`src/rtl/pc_voter_pkg.sv`:
```
// Shared types and constants for the TMR program-counter voter.
package pc_voter_pkg;

   typedef enum logic [1:0] {
      NORMAL   = 2'd0,
      DEGRADED = 2'd1,
      SAFE     = 2'd2
   } voter_fsm_e;

   localparam int CORE_A = 0;
   localparam int CORE_B = 1;
   localparam int CORE_C = 2;

   localparam int VS_AB = 0;
   localparam int VS_BC = 1;
   localparam int VS_AC = 2;

   localparam int                CNT_W   = 4;
   localparam logic [CNT_W-1:0]  CNT_MAX = '1;

endpackage

```
`src/rtl/pc_fault_counter.sv`:
```
// Saturating event counter; hit_o flags the increment that brings it to LIMIT.
module pc_fault_counter
   import pc_voter_pkg::*;
#(
   parameter int LIMIT = 3
) (
   input  logic clk,
   input  logic rst_n,
   input  logic en_i,
   input  logic inc_i,
   input  logic clr_i,
   output logic hit_o
);

   localparam logic [CNT_W-1:0] LIMIT_M1 = CNT_W'(LIMIT - 1);

   logic [CNT_W-1:0] count_q, count_d;

   always_comb begin
      count_d = count_q;
      if (en_i) begin
         if (clr_i)
            count_d = '0;
         else if (inc_i && count_q != CNT_MAX)
            count_d = count_q + 1'b1;
      end
   end

   // Combinational so the owner can escalate on the same edge the count lands on LIMIT.
   assign hit_o = en_i && inc_i && !clr_i && (count_q >= LIMIT_M1);

   always_ff @(posedge clk or negedge rst_n) begin
      if (!rst_n)
         count_q <= '0;
      else
         count_q <= count_d;
   end

endmodule

```
`src/rtl/pc_majority_voter.sv`:
```
// Triple-redundant PC voter with per-core fault exclusion and latched safe-halt.
module pc_majority_voter
   import pc_voter_pkg::*;
#(
   parameter int               WIDTH       = 32,
   parameter int               FAULT_LIMIT = 3,
   parameter logic [WIDTH-1:0] RESET_PC    = '0
) (
   input  logic             clk,
   input  logic             rst_n,
   input  logic             in_valid,
   input  logic [WIDTH-1:0] pc_a,
   input  logic [WIDTH-1:0] pc_b,
   input  logic [WIDTH-1:0] pc_c,
   output logic [WIDTH-1:0] pc_voted,
   output logic [2:0]       voter_state,
   output logic [2:0]       mismatch,
   output logic [2:0]       core_fault,
   output logic             halt
);

   // Assert asynchronously, release two clocks after rst_n rises.
   logic [1:0] rst_sync_q;
   logic       srst_n;

   always_ff @(posedge clk or negedge rst_n) begin
      if (!rst_n)
         rst_sync_q <= '0;
      else
         rst_sync_q <= {rst_sync_q[0], 1'b1};
   end
   assign srst_n = rst_sync_q[1];

   voter_fsm_e       state_q;
   logic [WIDTH-1:0] pc_q, pc_d;
   logic [2:0]       vs_q, mm_q, fault_q;
   logic             halt_q;

   logic [2:0] pair_eq, live_pair, vote_vs, agree, outlier, core_hit;
   logic       resolved, active, normal, single_pair, unres_hit;

   assign pair_eq[VS_AB] = (pc_a == pc_b);
   assign pair_eq[VS_BC] = (pc_b == pc_c);
   assign pair_eq[VS_AC] = (pc_a == pc_c);

   // A pair only counts while neither of its cores has been excluded.
   assign live_pair[VS_AB] = ~fault_q[CORE_A] & ~fault_q[CORE_B];
   assign live_pair[VS_BC] = ~fault_q[CORE_B] & ~fault_q[CORE_C];
   assign live_pair[VS_AC] = ~fault_q[CORE_A] & ~fault_q[CORE_C];

   assign vote_vs  = pair_eq & live_pair;
   assign resolved = |vote_vs;
   assign active   = in_valid && (state_q != SAFE);
   assign normal   = (state_q == NORMAL);

   assign single_pair     = $onehot(pair_eq);
   assign outlier[CORE_A] = single_pair & pair_eq[VS_BC];
   assign outlier[CORE_B] = single_pair & pair_eq[VS_AC];
   assign outlier[CORE_C] = single_pair & pair_eq[VS_AB];

   assign agree[CORE_A] = pair_eq[VS_AB] | pair_eq[VS_AC];
   assign agree[CORE_B] = pair_eq[VS_AB] | pair_eq[VS_BC];
   assign agree[CORE_C] = pair_eq[VS_BC] | pair_eq[VS_AC];

   always_comb begin
      pc_d = pc_q;
      if (vote_vs[VS_AB] || vote_vs[VS_AC])
         pc_d = pc_a;
      else if (vote_vs[VS_BC])
         pc_d = pc_b;
   end

   generate
      for (genvar gi = 0; gi < 3; gi++) begin : g_core_cnt
         pc_fault_counter #(.LIMIT(FAULT_LIMIT)) u_cnt (
            .clk   (clk),
            .rst_n (srst_n),
            .en_i  (active && normal),
            .inc_i (outlier[gi]),
            .clr_i (agree[gi]),
            .hit_o (core_hit[gi])
         );
      end
   endgenerate

   pc_fault_counter #(.LIMIT(FAULT_LIMIT)) u_unres_cnt (
      .clk   (clk),
      .rst_n (srst_n),
      .en_i  (active),
      .inc_i (!resolved),
      .clr_i (resolved),
      .hit_o (unres_hit)
   );

   always_ff @(posedge clk or negedge srst_n) begin
      if (!srst_n) begin
         state_q <= NORMAL;
         pc_q    <= RESET_PC;
         vs_q    <= 3'b111;
         mm_q    <= '0;
         fault_q <= '0;
         halt_q  <= 1'b0;
      end else begin
         mm_q <= '0;
         if (active) begin
            pc_q <= pc_d;
            vs_q <= vote_vs;
            if (normal) begin
               mm_q    <= outlier;
               fault_q <= fault_q | core_hit;
               if (|core_hit)
                  state_q <= DEGRADED;
            end
            if (unres_hit) begin
               state_q <= SAFE;
               halt_q  <= 1'b1;
               vs_q    <= '0;
            end
         end
      end
   end

   assign pc_voted    = pc_q;
   assign voter_state = vs_q;
   assign mismatch    = mm_q;
   assign core_fault  = fault_q;
   assign halt        = halt_q;

endmodule

```
`config.mk`:
```
export PLATFORM = sky130hd
export DESIGN_NAME = pc_majority_voter
export DESIGN_NICKNAME = d
export VERILOG_FILES = /design/src/rtl/pc_voter_pkg.sv /design/src/rtl/pc_fault_counter.sv /design/src/rtl/pc_majority_voter.sv
export SDC_FILE = /design/constraint.sdc
export NUM_CORES = 1
export LEC_CHECK = 0
export ABC_AREA = 1
export CORE_UTILIZATION = 31
export CTS_BUF_LIST = sky130_fd_sc_hd__clkbuf_8
export DETAILED_ROUTE_END_ITERATION = 8
export PLACE_DENSITY_LB_ADDON = 0.3
export SLEW_MARGIN = 20
export SYNTH_ARGS = -nofsm -noshare
export SYNTH_HDL_FRONTEND = slang
export SYNTH_SLANG_ARGS = --single-unit
```
`constraint.sdc`:
```
create_clock -name clk -period 1.9 [get_ports clk]
set_input_delay 0.38 -clock clk [delete_from_list [all_inputs] [get_ports clk]]
set_output_delay 0.38 -clock clk [all_outputs]
set_load 0.02 [all_outputs]
```
### Word level (Yosys, flattened, before mapping)

Index checks and enable logic that the tools add are counted.

* bits in registers: 62
* input port bits: 99
* logic and storage cells: 101

* $add $sub $neg: 6
* $lt $le $gt $ge: 4
* equal/unequal tests: 9
* mux-type cells: 16
* bitwise gates (word level): 14
* reduce and logical (&&, ||, !) cells: 41

Operator list (count)
* $eq 32x32->1: 3
* $mux 32: 2
* $mux 4: 8
* $logic_and 1x1->1: 18
* $add 4x1->4 const B: 4
* $ge 4x2->1 const B: 4
* $ne 4x4->1 const B: 4
* $reduce_and 2->1: 7
* $reduce_bool 2->1: 7
* $mux 3: 3
* $and 1x1->1: 6
* $mux 2: 3
* $reduce_or 3->1: 2
* $logic_not 1->1: 4
* $and 3x3->3: 1
* $not 1->1: 3
* $or 1x1->1: 3
* $or 3x3->3: 1
* $reduce_and 3->1: 1
* $add 1x1->2: 1
* $add 2x1->2: 1
* $eq 2x1->1 const B: 1
* $logic_not 2->1: 1
* $ne 2x2->1 const B: 1
* $logic_or 1x1->1: 1

### Depth between registers and ports, before layout

* depth in word-level cells: 12
* gate-level depth with buffers: 20
* gate-level depth less buffers: 20

### Modules after synthesis

Synthesis repeated with hierarchy kept, for this count alone.

* cells, all modules: 760
* area total of the unflattened synthesis: 4873.4 µm²

By module, submodules not included
* pc_majority_voter: instances 1, cells an instance 588, area an instance 3727.3 µm², seq. area each 1154.9 µm²
* pc_fault_counter: instances 4, cells an instance 43, area an instance 286.5 µm², seq. area each 100.1 µm²

### Worst setup path after synthesis

Ideal clock, no wire load.

* kind: input-to-reg
* start: input pc_b[1]
* end: register g_core_cnt[0].u_cnt.count_q[2]
* data arrival time: 2.262 ns
* setup slack: -0.484 ns
* cell stages on the path: 18
* cells stage by stage: inv_1 > nand2_1 > nand2_1 > nor2_1 > nand2_1 > nor2_1 > nand2_1 > nor2_4 > fa_1 > inv_1 > nor2_1 > inv_1 > nor2_1 > inv_1 > nor2_2 > nand2_1 > nor3_1 > nor2_1

* longest elaborated chain between the ends: 8
* elaborated cells on any way between the ends: 11
* classes of those cells: 2 x add/sub; 3 x eq/ne; 1 x mux; 2 x bitwise; 3 x reduce/logical

Ends and longest elaborated chain
* from (decl): line pc_majority_voter.sv:13 `input logic [WIDTH-1:0] pc_b,`
* $eq 32x32->1 (on tied branches): line pc_majority_voter.sv:42, pc_majority_voter.sv:43
* $add 1x1->2 (not written as such): line pc_majority_voter.sv:56 `assign single_pair = $onehot(pair_eq);`
* $add 2x1->2 (not written as such): line pc_majority_voter.sv:56
* $eq 2x1->1: line pc_majority_voter.sv:56
* $and 1x1->1: line pc_majority_voter.sv:57 `assign outlier[CORE_A] = single_pair & pair_eq[VS_BC];`
* $logic_and 1x1->1: line pc_fault_counter.sv:24 `else if (inc_i && count_q != CNT_MAX)`
* $reduce_bool 2->1 (no source line)
* $reduce_and 2->1 (no source line)
* to (signal assigned): line pc_fault_counter.sv:36 `count_q <= count_d;`
* to (decl): line pc_fault_counter.sv:17 `logic [CNT_W-1:0] count_q, count_d;`

Parallel ways exist; a longest one is shown, timed or not.
A chain may end at the register's enable or synchronous reset.

### Final worst setup path

* start: input pc_a[14]
* end: register g_core_cnt[0].u_cnt.count_q[2]

* longest elaborated chain between the ends: 8
* elaborated cells on any way between the ends: 11
* classes of those cells: 2 x add/sub; 3 x eq/ne; 1 x mux; 2 x bitwise; 3 x reduce/logical

Ends and longest elaborated chain
* from (decl): line pc_majority_voter.sv:12 `input logic [WIDTH-1:0] pc_a,`
* $eq 32x32->1: line pc_majority_voter.sv:42 `assign pair_eq[VS_AB] = (pc_a == pc_b);`
* $add 1x1->2 (not written as such): line pc_majority_voter.sv:56
* $add 2x1->2 (not written as such): line pc_majority_voter.sv:56
* $eq 2x1->1: line pc_majority_voter.sv:56
* $and 1x1->1: line pc_majority_voter.sv:57
* $logic_and 1x1->1: line pc_fault_counter.sv:24
* $reduce_bool 2->1 (no source line)
* $reduce_and 2->1 (no source line)

Parallel ways exist; a longest one is shown, timed or not.

==> results.md <==
- Status: finished with violations
- Failing checks: setup timing
- Fin worst setup slack: -0.254 ns
- Combinational share of power: 31.4%
- Max-Cap Viols: 0
- Post-synthesis cell count: 770
- Synthesized flop and latch total: 62
- CTS clk-pin slew, worst paths: 0.07 ns
- Row cnt: 46
- Largest net degree at the start of global routing: 35
- Clock Latency Late Sink: 0.36 ns
- Final std cells w/o fill: 1333
- Initial core utilization: 31.6%
- Most common cell in the netlist: nand2_1
- Min cycle time layout: 2.15 ns
- Critical Path Fanout Max: 5
- DRT iter0 DRCs: 283
- GPL Wtd Cong: 0.897
- GRT Total Usage: 22.6%
- Nets: 1220
- # IOs: 141
- FF-to-FF path depth: 8
- CTS root buf: clkbuf_8
- Clock power share: 32.3%
- Top-area cell type share of the netlist area: 29.5%
- H-tree depth: 3
- FMAX: 464 MHz
- Unrepaired setup endpoints after global routing: yes
- Max clock buf depth: 2
- Seq/Total Area, Yosys: 31.1%
- Slew Viols, Final: 0
- Vias: 6019
- Number of port buffers: 140
- Hold WC Path Type: primary input to asynchronous set/reset pin
- Final setup viols: 23
- Final Util: 57.8%
- WL per Instance: 14.6 µm
- Pre-Repair DR Iteration Count: 4
- Worst R2R Setup Slack: 0.29 ns
- Syn_area_per_cell: 6.50 µm²
- Setup WS pre-CTS: -1.16 ns
- Reg2reg end: g_core_cnt[0].u_cnt.count_q[2]
- Remaining DRCs: 0
- Synth top area cells: dfrtp_1 30%, nand2_1 25%, xor2_1 7.4%
- Sw Pwr: 1.10 mW
- Share of async-settable or async-resettable flops after synthesis: 100%
- Area Growth Syn to Fin: 82.7%
- Crit path DAT: 2.40 ns
- First-pass GRT wire length: 28800 µm
- Most frequent cells after synthesis: 333 x nand2_1, 82 x inv_1, 74 x nor2_1, 59 x dfrtp_1, 42 x xor2_1
- Full die area: 0.0167 mm²
- Core ar.: 0.0158 mm²
- Routed Antenna Nets: 0
- DP HPWL: 12700 µm
- Clock Skews: 0.0100 ns
- Design Power: 3.64 mW
- Worst flop-to-flop path startpoint: state_q[1]
- Synthesized area: 0.00500 mm²
- Vias in the first global route: 5896
- Final hold viol count: 0
- Area leader, netlist: dfrtp_1
- Die height: 129 µm
- Sw Share: 30.1%
- Vias/cell: 4.52
- CTS buffer count: 9
- Ys Warns: 0
- Clk sinks: 62
- CP Capture Type: flip-flop
- Cell total after placement: 1209
- Maximum VDD drop: 0.272 mV
- Post-Route Setup TNS: -3.01 ns
- Share of layout cells above drive strength 1: 46.1%
- GR Overflow Total: 0
- Final wirelength: 19500 µm
- Leakage: 4.76 nW
- WP data required: 2.15 ns
- Period utilisation layout: 113%
- Syn_nets: 879
- Flop pwr share: 36.4%
- Worst setup SP type: primary input
- CP Class: primary input to flip-flop
- Unique masters post-synth: 33
- Post-synth EDFFs: 0
- Die Wd: 129 µm
- Top FF cell, synth: dfrtp_1
- Initial antenna violation count: 1
- CTS tree: yes
- Int Power: 2.55 mW
- PwrDens: 398 mW/mm²
## cell usage in the layout (no fill, tap or decap), drive strengths merged
cell type	synthesis	routed
buf	11	289
fa	1	1
nor2	79	79
xor2	42	42
o21ai	33	33
nand3	32	32
and2	1	1
inv	93	97
nand2	344	346
xnor2	37	37
clkdlybuf4s50	0	42
clkbuf	2	14
nor3	6	6
nand4	6	6
bufinv	0	1
clkinv	1	4
a21oi	4	4
nor4	4	4
dfstp	3	3
dlymetal6s2s	0	2
clkinvlp	0	2
ha	9	9
diode	0	1
dfrtp	59	59
conb	1	1
o21a	2	2
## cell families after synthesis
logic type / Yosys count / share of synthesized area [%]
and+or+nand+nor: 472 / 38.6
buffers and inverters: 107 / 9.78
xor gates and xnor gates: 79 / 13.8
DFF: 62 / 31.1
AOI/OAI and AO/OA: 39 / 4.00
adders and majority gates: 10 / 2.65
other: 1 / 0.0749
## power by group through the flow
| stage | logic, mW | clock network (mW) | registers (mW) |
|---|---|---|---|
| after floorplan | 0.308 | 0 | 1.37 |
| after global placement | 0.824 | 0 | 1.35 |
| after detailed placement | 0.826 | 0 | 1.35 |
| after CTS | 0.991 | 1.20 | 1.32 |
| after global routing | 1.24 | 1.26 | 1.32 |
| final | 1.14 | 1.18 | 1.32 |
## how the worst max path moves through the flow
stage          cells after the start                        endpoint  slack [ns]     start
6_report                          19  g_core_cnt[0].u_cnt.count_q[2]       -0.25  pc_a[14]
5_1_grt                           19  g_core_cnt[0].u_cnt.count_q[2]       -0.36   pc_b[4]
4_1_cts                           15  g_core_cnt[2].u_cnt.count_q[3]       -0.18  pc_c[31]
3_5_place_dp                      15  g_core_cnt[2].u_cnt.count_q[3]       -1.16  pc_b[30]
3_3_place_gp                      20                      state_q[0]       -1.11   pc_a[7]
2_1_floorplan                     15  g_core_cnt[2].u_cnt.count_q[3]       -0.33   pc_b[8]
## per-layer routing
metal	vias up	global-route usage [%]	part of all wire, %
met5	-	0	0
met4	0	10.9	3.2
met3	48	3.67	5.4
met2	186	37.2	49
met1	2778	28.8	43
li1	3007	-	-
## metrics by stage
| step | cell area (µm²) | hold slack [ns] |
|---|---|---|
| finish | 9140 | 0.173 |
| global route | 9140 | 0.165 |
| CTS | 8310 | 0.164 |
| detailed placement | 7360 | 0.299 |
| global placement | 7360 | 0.302 |
| floorplan | 5050 | 0.0844 |
## repair_timing
action                                  in CTS  in global routing
buffers inserted                           102                 14
resized for setup                          552                174
pin swaps                                   98                 70
gates cloned                                 0                 10
hold buffers                                 0                  0
endpoints found under the setup margin      60                 59
## flip-flops by register name, indices dropped and copies added, names as in the netlist
register	flops
state_q	2
halt	1
pc_voted	32
u_unres_cnt.count_q	4
rst_sync_q	2
g_core_cnt.u_cnt.count_q	12
mismatch	3
voter_state	3
core_fault	3
## area by class of cell
class	instances	area [µm²]
timing repair buffer	338	3010
clock inverter	7	66.3
sequential	62	1560
inverter	94	385
tap	216	270
antenna	1	2.50
fill	1422	6680
timing repair inverter	3	43.8
clock buffer	9	124
multi-input combinational	603	3680
## critical path, cell delays in order
cell and delay (ns):
buf_4 0.14, inv_2 0.04, nand2_1 0.07, nand2_2 0.09, nor2_1 0.04, nand2_1 0.07, nor2_2 0.05, nand2_2 0.07
nor2_4 0.05, fa_1 0.56, inv_2 0.05, nor2_4 0.09, inv_2 0.05, nor2_4 0.15, inv_2 0.07, nor2_4 0.12
nand2_4 0.09, nor3_2 0.15, nor2_1 0.06
Power figures use the tool's default switching activity.
